==> config.mk <==
export PLATFORM = sky130hd
export DESIGN_NAME = motor_pwm_ctrl_flat
export DESIGN_NICKNAME = d
export VERILOG_FILES = /design/src/rtl/motor_pwm_ctrl_if.sv /design/src/rtl/motor_pwm_ctrl.sv /design/src/flat_wrapper.sv
export SDC_FILE = /design/constraint.sdc
export NUM_CORES = 1
export LEC_CHECK = 0
export CAP_MARGIN = 5
export CELL_PAD_IN_SITES_DETAIL_PLACEMENT = 1
export CELL_PAD_IN_SITES_GLOBAL_PLACEMENT = 1
export CORE_MARGIN = 8
export CORE_UTILIZATION = 30
export CTS_CLUSTER_DIAMETER = 50
export DETAILED_ROUTE_END_ITERATION = 10
export DONT_BUFFER_PORTS = 1
export PLACE_DENSITY_LB_ADDON = 0.1
export SLEW_MARGIN = 40
export SYNTH_ARGS = -nofsm -noshare
export SYNTH_HDL_FRONTEND = slang
export SYNTH_SLANG_ARGS = --single-unit
==> constraint.sdc <==
create_clock -name clk -period 4.2 [get_ports clk]
set_clock_uncertainty 0.2 [all_clocks]
set_input_delay 0.84 -clock clk [delete_from_list [all_inputs] [get_ports clk]]
set_output_delay 0.84 -clock clk [all_outputs]
set_load 0.02 [all_outputs]
==> src/rtl/motor_pwm_ctrl_if.sv <==
// Command bus into motor_pwm_ctrl: per-channel write strobe, duty target and direction.
// The host drives the master side; the PWM controller samples the slave side.
interface motor_pwm_ctrl_if #(
  parameter int NUM_CH = 2,
  parameter int CNT_W  = 8
);
  logic [NUM_CH-1:0]       cmd_we;
  logic [NUM_CH*CNT_W-1:0] cmd_duty;
  logic [NUM_CH-1:0]       cmd_dir;

  modport master (output cmd_we, cmd_duty, cmd_dir);
  modport slave  (input  cmd_we, cmd_duty, cmd_dir);
endinterface

==> src/rtl/motor_pwm_ctrl.sv <==
// Multi-channel H-bridge PWM/direction driver; duty updates at period boundaries, dead time on reversal.
// Define MOTOR_PWM_RAMP_EN for soft start/stop (duty moves one step per period).
module motor_pwm_ctrl #(
  parameter int NUM_CH   = 2,
  parameter int CNT_W    = 8,
  parameter int PERIOD   = 100,
  parameter int DEAD_CYC = 16
) (
  input  logic              clk,
  input  logic              rst,
  motor_pwm_ctrl_if.slave   cmd,
  output logic [NUM_CH-1:0] pwm_o,
  output logic [NUM_CH-1:0] in1_o,
  output logic [NUM_CH-1:0] in2_o,
  output logic [NUM_CH-1:0] busy_o,
  output logic              period_start_o
);
  // Duty needs one extra bit so that PERIOD == 2^CNT_W (constant high) is representable.
  localparam int DW  = CNT_W + 1;
  localparam int DCW = (DEAD_CYC > 1) ? $clog2(DEAD_CYC) : 1;
  localparam logic [CNT_W-1:0] CNT_LAST  = CNT_W'(PERIOD - 1);
  localparam logic [DW-1:0]    DUTY_MAX  = DW'(PERIOD);
  localparam logic [DCW-1:0]   DEAD_INIT = DCW'(DEAD_CYC - 1);

  typedef enum logic [1:0] {S_RUN, S_DEAD, S_ARM} state_e;

  logic [CNT_W-1:0]  cnt_q, cnt_d;
  logic              boundary;
  state_e            state_q    [NUM_CH];
  logic [DW-1:0]     duty_act_q [NUM_CH];
  logic [DW-1:0]     tgt_duty_q [NUM_CH];
  logic [DW-1:0]     tgt_duty_d [NUM_CH];
  logic [DW-1:0]     duty_step  [NUM_CH];
  logic [DCW-1:0]    dead_q     [NUM_CH];
  logic [NUM_CH-1:0] dir_act_q, tgt_dir_q, tgt_dir_d, duty_diff;
  logic [NUM_CH-1:0] pwm_q, in1_q, in2_q, busy_q;
  logic              period_start_q;

  always_comb begin
    boundary = (cnt_q == CNT_LAST);
    cnt_d    = boundary ? '0 : cnt_q + 1'b1;
    for (int k = 0; k < NUM_CH; k++) begin
      tgt_duty_d[k] = tgt_duty_q[k];
      tgt_dir_d[k]  = tgt_dir_q[k];
      if (cmd.cmd_we[k]) begin
        tgt_duty_d[k] = ({1'b0, cmd.cmd_duty[k*CNT_W +: CNT_W]} >= DUTY_MAX) ?
                        DUTY_MAX : {1'b0, cmd.cmd_duty[k*CNT_W +: CNT_W]};
        tgt_dir_d[k]  = cmd.cmd_dir[k];
      end
`ifdef MOTOR_PWM_RAMP_EN
      if (duty_act_q[k] < tgt_duty_q[k])      duty_step[k] = duty_act_q[k] + 1'b1;
      else if (duty_act_q[k] > tgt_duty_q[k]) duty_step[k] = duty_act_q[k] - 1'b1;
      else                                    duty_step[k] = duty_act_q[k];
      duty_diff[k] = (duty_act_q[k] != tgt_duty_q[k]);
`else
      duty_step[k] = tgt_duty_q[k];
      duty_diff[k] = 1'b0;
`endif
    end
  end

  always_ff @(posedge clk) begin
    if (rst) begin
      cnt_q          <= '0;
      period_start_q <= 1'b0;
      pwm_q          <= '0;
      in1_q          <= '0;
      in2_q          <= '0;
      busy_q         <= '0;
      dir_act_q      <= '1;
      tgt_dir_q      <= '1;
      for (int k = 0; k < NUM_CH; k++) begin
        state_q[k]    <= S_RUN;
        duty_act_q[k] <= '0;
        tgt_duty_q[k] <= '0;
        dead_q[k]     <= '0;
      end
    end else begin
      cnt_q          <= cnt_d;
      period_start_q <= (cnt_q == '0);
      tgt_dir_q      <= tgt_dir_d;
      for (int k = 0; k < NUM_CH; k++) begin
        tgt_duty_q[k] <= tgt_duty_d[k];
        pwm_q[k]  <= (state_q[k] == S_RUN) && ({1'b0, cnt_q} < duty_act_q[k]);
        in1_q[k]  <= (state_q[k] != S_DEAD) && dir_act_q[k];
        in2_q[k]  <= (state_q[k] != S_DEAD) && !dir_act_q[k];
        busy_q[k] <= (state_q[k] != S_RUN) || (tgt_dir_q[k] != dir_act_q[k]) || duty_diff[k];
        case (state_q[k])
          S_RUN: begin
            if (boundary) begin
              if (tgt_dir_q[k] == dir_act_q[k]) begin
                duty_act_q[k] <= duty_step[k];
`ifdef MOTOR_PWM_RAMP_EN
              end else if (duty_act_q[k] != '0) begin
                // Spin down before the bridge is released for reversal.
                duty_act_q[k] <= duty_act_q[k] - 1'b1;
`endif
              end else begin
                state_q[k] <= S_DEAD;
                dead_q[k]  <= DEAD_INIT;
              end
            end
          end
          S_DEAD: begin
            if (dead_q[k] == '0) begin
              dir_act_q[k]  <= tgt_dir_q[k];
              duty_act_q[k] <= '0;
              state_q[k]    <= S_ARM;
            end else begin
              dead_q[k] <= dead_q[k] - 1'b1;
            end
          end
          S_ARM: begin
            if (boundary) begin
              duty_act_q[k] <= duty_step[k];
              state_q[k]    <= S_RUN;
            end
          end
          default: state_q[k] <= S_RUN;
        endcase
      end
    end
  end

  assign pwm_o          = pwm_q;
  assign in1_o          = in1_q;
  assign in2_o          = in2_q;
  assign busy_o         = busy_q;
  assign period_start_o = period_start_q;
endmodule

==> src/flat_wrapper.sv <==
// flat-port wrapper written by rule: the top's interface ports become plain ports
module motor_pwm_ctrl_flat 
#(
  parameter int NUM_CH   = 2,
  parameter int CNT_W    = 8,
  parameter int PERIOD   = 100,
  parameter int DEAD_CYC = 16
)
  (clk, rst, pwm_o, in1_o, in2_o, busy_o, period_start_o, cmd_cmd_we, cmd_cmd_duty, cmd_cmd_dir);
  motor_pwm_ctrl_if #(.NUM_CH(NUM_CH), .CNT_W(CNT_W)) cmd_i ();
  input  logic clk;
  input  logic rst;
  output logic [NUM_CH-1:0] pwm_o;
  output logic [NUM_CH-1:0] in1_o;
  output logic [NUM_CH-1:0] in2_o;
  output logic [NUM_CH-1:0] busy_o;
  output logic period_start_o;
  input wire logic [$bits(cmd_i.cmd_we)-1:0] cmd_cmd_we;
  input wire logic [$bits(cmd_i.cmd_duty)-1:0] cmd_cmd_duty;
  input wire logic [$bits(cmd_i.cmd_dir)-1:0] cmd_cmd_dir;
  assign cmd_i.cmd_we = cmd_cmd_we;
  assign cmd_i.cmd_duty = cmd_cmd_duty;
  assign cmd_i.cmd_dir = cmd_cmd_dir;
  motor_pwm_ctrl #(.NUM_CH(NUM_CH), .CNT_W(CNT_W), .PERIOD(PERIOD), .DEAD_CYC(DEAD_CYC)) u_core (.clk(clk), .rst(rst), .cmd(cmd_i), .pwm_o(pwm_o), .in1_o(in1_o), .in2_o(in2_o), .busy_o(busy_o), .period_start_o(period_start_o));
endmodule
==> results of run 1 <==
[synthesized netlist by cell type, drive strengths merged (2+ instances only)]
cell type	number	area (µm²)
dfxtp	38	760.7
inv	33	123.9
nor2	31	132.6
edfxtp	27	810.8
ha	20	250.2
a21oi	17	88.84
a211oi	13	137.6
nand3	11	55.05
nand2	10	37.54
nand2b	10	62.56
a31oi	9	56.30
nor3b	9	77.57
and2	8	50.05
nor3	8	51.30
xnor2	7	61.31
clkbuf	6	22.52
nor2b	6	37.54
o21ai	6	30.03
xor2	6	52.55
buf	5	22.52
a211o	4	35.03
and3	4	26.28
a21o	2	15.01
a311oi	2	17.52
a41oi	2	17.52
mux2i	2	20.02
or2	2	12.51
or3	2	12.51
[per-stage QoR]
| stage | power, mW | cells | util (%) | setup WS (ps) | cell area (µm²) |
|---|---|---|---|---|---|
| 2_1_floorplan | 0.8055 | 311 | - | 1810 | 3196 |
| 3_3_place_gp | 0.8215 | 436 | 32.17 | 1587 | 3321 |
| 3_5_place_dp | 0.8242 | 436 | 32.17 | 1476 | 3321 |
| 4_1_cts | 1.335 | 452 | 33.94 | 1478 | 3503 |
| 5_1_grt | 1.372 | 452 | 33.94 | 1237 | 3503 |
| 6_report | 1.309 | 452 | 33.94 | 1525 | 3503 |
[worst min-delay path, delay by kind of cell, from the launching register on]
family,cells,cell delay [ps]
flops,1,300
buf+inv,1,70
simple gates,1,50
[final timing paths]
kind | to | slack [ps] | cells past startpoint
setup / recovery | u_core.duty_act_q[0][7] | 1530 | 6
hold / removal | u_core.tgt_duty_q[0][16] | 260 | 2
setup reg to reg | u_core.duty_act_q[0][7] | 1530 | 6
hold reg to reg | u_core.tgt_duty_q[0][16] | 260 | 2
[state kept, by name (all words and copies together), names as in the netlist]
name / count
u_core.period_start_o: 1
u_core.duty_act_q: 16
u_core.state_q: 4
u_core.in2_o: 2
u_core.in1_o: 2
u_core.tgt_dir_q: 2
u_core.dir_act_q: 2
u_core.dead_q: 8
u_core.pwm_o: 2
u_core.cnt_q: 8
u_core.busy_o: 2
u_core.tgt_duty_q: 16
[area by class of cell]
class	count	area (µm²)	area share [%]
Clock buffer	9	123.9	3.536
Sequential cell	65	1572	44.86
Tap cell	136	170.2	4.857
Clock inverter	7	58.81	1.679
Inverter	33	123.9	3.536
Multi-Input combinational cell	202	1455	41.54
[power breakdown]
group | internal [mW] | switching (mW)
combinational | 0.0398 | 0.0528
sequential | 0.685 | 0.0274
clock | 0.223 | 0.280
[routing by layer]
layer  share of wire (%)  global-route usage (%)  vias up
met3                 4.2                   3.401        8
met2                  44                   15.31       27
met1                  50                   12.92     1006
met5                   0                       0        -
met4                 1.3                   3.083        0
li1                    -                       -     1095
[cell families after synthesis]
| kind of cell | after synthesis | synth area share, % |
|---|---|---|
| xor gates and xnor gates | 13 | 3.563 |
| muxes | 2 | 0.6265 |
| and+or+nand+nor | 104 | 18.17 |
| AOI/OAI and AO/OA | 63 | 15.35 |
| adders and majority gates | 20 | 7.831 |
| buffers and inverters | 44 | 5.286 |
| DFF | 65 | 49.18 |
==> reports/results.tsv, run 1 <==
metric	value	unit
crit_path_top_delay_cell	nor3b_1	
maxCapViolCount	0	
final_cell_mix	38 x dfxtp_1, 33 x inv_1, 30 x nor2_1	
p_per_area	373.6	nW/µm²
dp_hpwl	5.020	mm
vias	2136	
finalSetupViolCount	0	
layout.nets	353	
critPathLaunchType	flip-flop	
grt_usage	9.978	%
cts_hold_buf	0	
avgSynthCellArea	10.28	µm²
max_stage_delay	570	ps
fin_crit_sh	63.68	%
dr.first_iter.drc_count	65	
layout_commonest_cell	dfxtp_1	
startpoint	u_core.dead_q[0][0]	
synth_cell_type_count	46	
cts.sinks	65	
viasPerCell	4.726	
boundaryPins	31	
critPathKind	flip-flop to flip-flop	
crit_path_end_kind	flip-flop	
cp_num_buf_inv	1	
routed_wl	6.730	mm
cp_max_fo	11	
grt_pass1_vias	2277	
antenna_found_initial	0	
netlist_instances	311	
synthesis.area	3196	µm²
synthFlopType	dfxtp_1	
synth_edf_count	27	
clk_pin_slew	80	ps
fp.dieH	119.2	µm
arrival	2570	ps
finalHoldViolCount	0	
synth_seq_cells	65	
holdWs	261.6	ps
worstMarginPinSlew	692.9	ps
finalSetupTns	0	ps
die_x	119.2	µm
start_util	30.95	%
core_area	10320	µm²
post-route-min-period	2675	ps
grt_pass1_wl	11.47	mm
diodes	0	
cts_root_buf	clkbuf_8	
crit_family	simple AND/OR/NAND/NOR gates	
drive_gt1_share	11.71	%
cts_inserted_buffers	9	
rsz0062_at_grt	no	
ir_drop	0.1656	mV
cts_tree	done	
row_count	37	
overflow	0	
ys_warn_count	0	
wl_per_cell	14.89	µm
r2r-start	u_core.dead_q[0][0]	
syn_nets	353	
slew_headroom	53.45	%
numPortBuffers	0	
drc	0	
hp-class	flip-flop to flip-flop	
worst_skew_pair.late_latency	350	ps
drt_first_pass_iters	4	
cts_setup_buffers	0	
htree_levels	3	
drtAntennaViolNets	0	
num-fill-cells	1183	
p_leak	1.319	nW
fmax	0.3739	GHz
path_cells	inv_1, ha_1, nor3b_1, nand2_1, o211a_4, and2_1	
slew_violations	0	
die_area	14210	µm²
cts_resized	0	
grt_start_max_net_pins	44	
seq_area_frac_synth	49.18	%
synthArstFlopShare	0	%
cp.required	4100	ps
cts.path.max_buffers	2	
status	finished, final reports clean	
place.gp.congestion	0.6757	
syn2layout_area_growth	9.632	%
min_from	u_core.tgt_duty_q[0][16]	
Note: power is estimated with default switching activity, not from simulation.
==> run 2, diff against run 1 <==
Clock period 4.2 ns to 2.6 ns, I/O delays scaled along.
==> run 2 against run 1 <==
Cell count up 1.5%. Critical endpoint is now u_core.dead_q[1][0]. Routed wire length up 3.4%. Final area rose by 2.7%. Non-clock buffer count is 7 higher. Die area unchanged. Setup slack got worse by 1200 ps. Sequential power grew 61%. Critical path depth unchanged. Utilization increased by 0.92 points.
==> reports/results.tsv, run 2 (synthesis results as in run 1) <==
metric	value	unit	change
status	finished, final reports clean		
drtAntennaViolNets	0		unchanged
r2r-start	u_core.dead_q[1][0]		
grt_usage	10.50	%	+0.52 points
die_area	14210	µm²	unchanged
overflow	0		unchanged
cts_setup_buffers	0		unchanged
hp-class	input pin to flip-flop		
crit_family	simple AND/OR/NAND/NOR gates		
htree_levels	3		unchanged
path_cells	inv_1, ha_1, nor3b_1, nor3_1, a211oi_1, a21oi_1		
fmax	0.4436	GHz	+19%
rsz0062_at_grt	no		
cts.path.max_buffers	2		unchanged
arrival	2130	ps	-440 ps
finalSetupViolCount	0		unchanged
syn2layout_area_growth	12.61	%	
crit_path_end_kind	flip-flop		
finalHoldViolCount	0		unchanged
drive_gt1_share	13.62	%	+1.9 points
cp_num_buf_inv	1		unchanged
die_x	119.2	µm	unchanged
clk_pin_slew	80	ps	about the same
place_ws	338.6	ps	-1137 ps
layout_commonest_cell	dfxtp_1		
slew_violations	0		unchanged
wl_per_cell	15.16	µm	+1.8%
startpoint	u_core.dead_q[1][0]		
post-route-min-period	2254	ps	-420.6 ps
boundaryPins	31		unchanged
max_stage_delay	470	ps	-100 ps
layout.nets	360		+2.0%
cts_resized	0		unchanged
setup_ws	346.0	ps	-1179 ps
place.gp.congestion	0.6880		+1.8%
start_util	30.95	%	unchanged
vias	2195		+2.8%
critPathKind	flip-flop to flip-flop		
worst_skew_pair.late_latency	350	ps	about the same
p_per_area	638.5	nW/µm²	+71%
fp.dieH	119.2	µm	unchanged
grt_pass1_wl	11.85	mm	+3.3%
grt_start_max_net_pins	44		unchanged
slew_headroom	63.47	%	+10 points
dp_hpwl	5.245	mm	+4.5%
min_from	cmd_cmd_we[0]		
dr.first_iter.drc_count	84		+29%
worstMarginPinSlew	544.6	ps	-148.3 ps
cp_max_fo	5		-6
p_leak	1.381	nW	+4.7%
diodes	0		unchanged
drc	0		unchanged
finalSetupTns	0	ps	unchanged
core_area	10320	µm²	unchanged
crit_path_top_delay_cell	a211oi_1		
fin_crit_sh	86.69	%	+23 points
cp.required	2480	ps	-1620 ps
final_cell_mix	38 x dfxtp_1, 33 x inv_1, 30 x nor2_1		
cts_inserted_buffers	9		unchanged
row_count	37		unchanged
cts_root_buf	clkbuf_8		
maxCapViolCount	0		unchanged
antenna_found_initial	0		unchanged
drt_first_pass_iters	4		unchanged
cts.sinks	65		unchanged
numPortBuffers	0		unchanged
grt_pass1_vias	2339		+2.7%
cts_tree	done		
cts_hold_buf	0		unchanged
ir_drop	0.2943	mV	+78%
routed_wl	6.959	mm	+3.4%
top_regs	u_core.duty_act_q x16, u_core.tgt_duty_q x16		
viasPerCell	4.782		+1.2%
critPathLaunchType	flip-flop		
## run 2: cell count changes in the layout (fill, tap and decap cells not counted)
| cell | previous run | this run |
|---|---|---|
| clkinv_4 | 1 | 2 |
| buf_4 | 0 | 7 |
| bufinv_16 | 0 | 2 |
| inv_6 | 4 | 2 |
| clkinvlp_4 | 2 | 0 |
| inv_4 | 0 | 1 |
## run 2: path summary, 6_finish.rpt
kind / cells after the start / slack, ps / endpoint
setup / recovery: 6 / 350 / u_core.dead_q[1][0]
hold / removal: 1 / 30 / u_core.tgt_duty_q[0][7]
setup reg to reg: 6 / 350 / u_core.dead_q[1][0]
hold reg to reg: 2 / 260 / u_core.tgt_duty_q[0][0]
## run 2: worst register-to-register path, stage by stage, from the launching register on
cell and delay (ps):
edfxtp_1 420, inv_1 100, ha_1 140, nor3b_1 440, nor3_1 140, a211oi_1 470, a21oi_1 90
## run 2: final cells by class
cell class / instances / area, µm²
fill: 1144 / 6725
sequential: 65 / 1572
multi-input combinational: 202 / 1455
tap: 136 / 170.2
clock buffer: 9 / 123.9
inverter: 33 / 123.9
clock inverter: 7 / 101.3
timing repair buffer: 7 / 52.55
## run 2: metal layers
metal  part of all wire [%]  routed length (µm)  track usage, %  vias up
met5                      0                   0               0        -
met4                    1.9                 129           5.217        0
met3                    4.2                 290           3.165       10
met2                     45                3144           15.91       28
met1                     49                3395           13.30     1055
li1                       -                   -               -     1102
## run 2: per-stage QoR
step	area, µm²	hold WS [ps]	utilization, %	power, mW	instances
floorplan	3196	239.8	-	1.301	311
global placement	3373	246.7	32.67	1.336	443
detailed placement	3373	255.4	32.67	1.339	443
CTS	3598	11.60	34.86	2.343	459
global route	3598	7.406	34.86	2.412	459
finish	3598	34.84	34.86	2.297	459
## run 2: where the power goes
part	internal [mW]	leakage, nW	switching [mW]
sequential	1.11	0.592	0.0417
clock	0.550	0.115	0.436
combinational	0.0716	0.674	0.0902
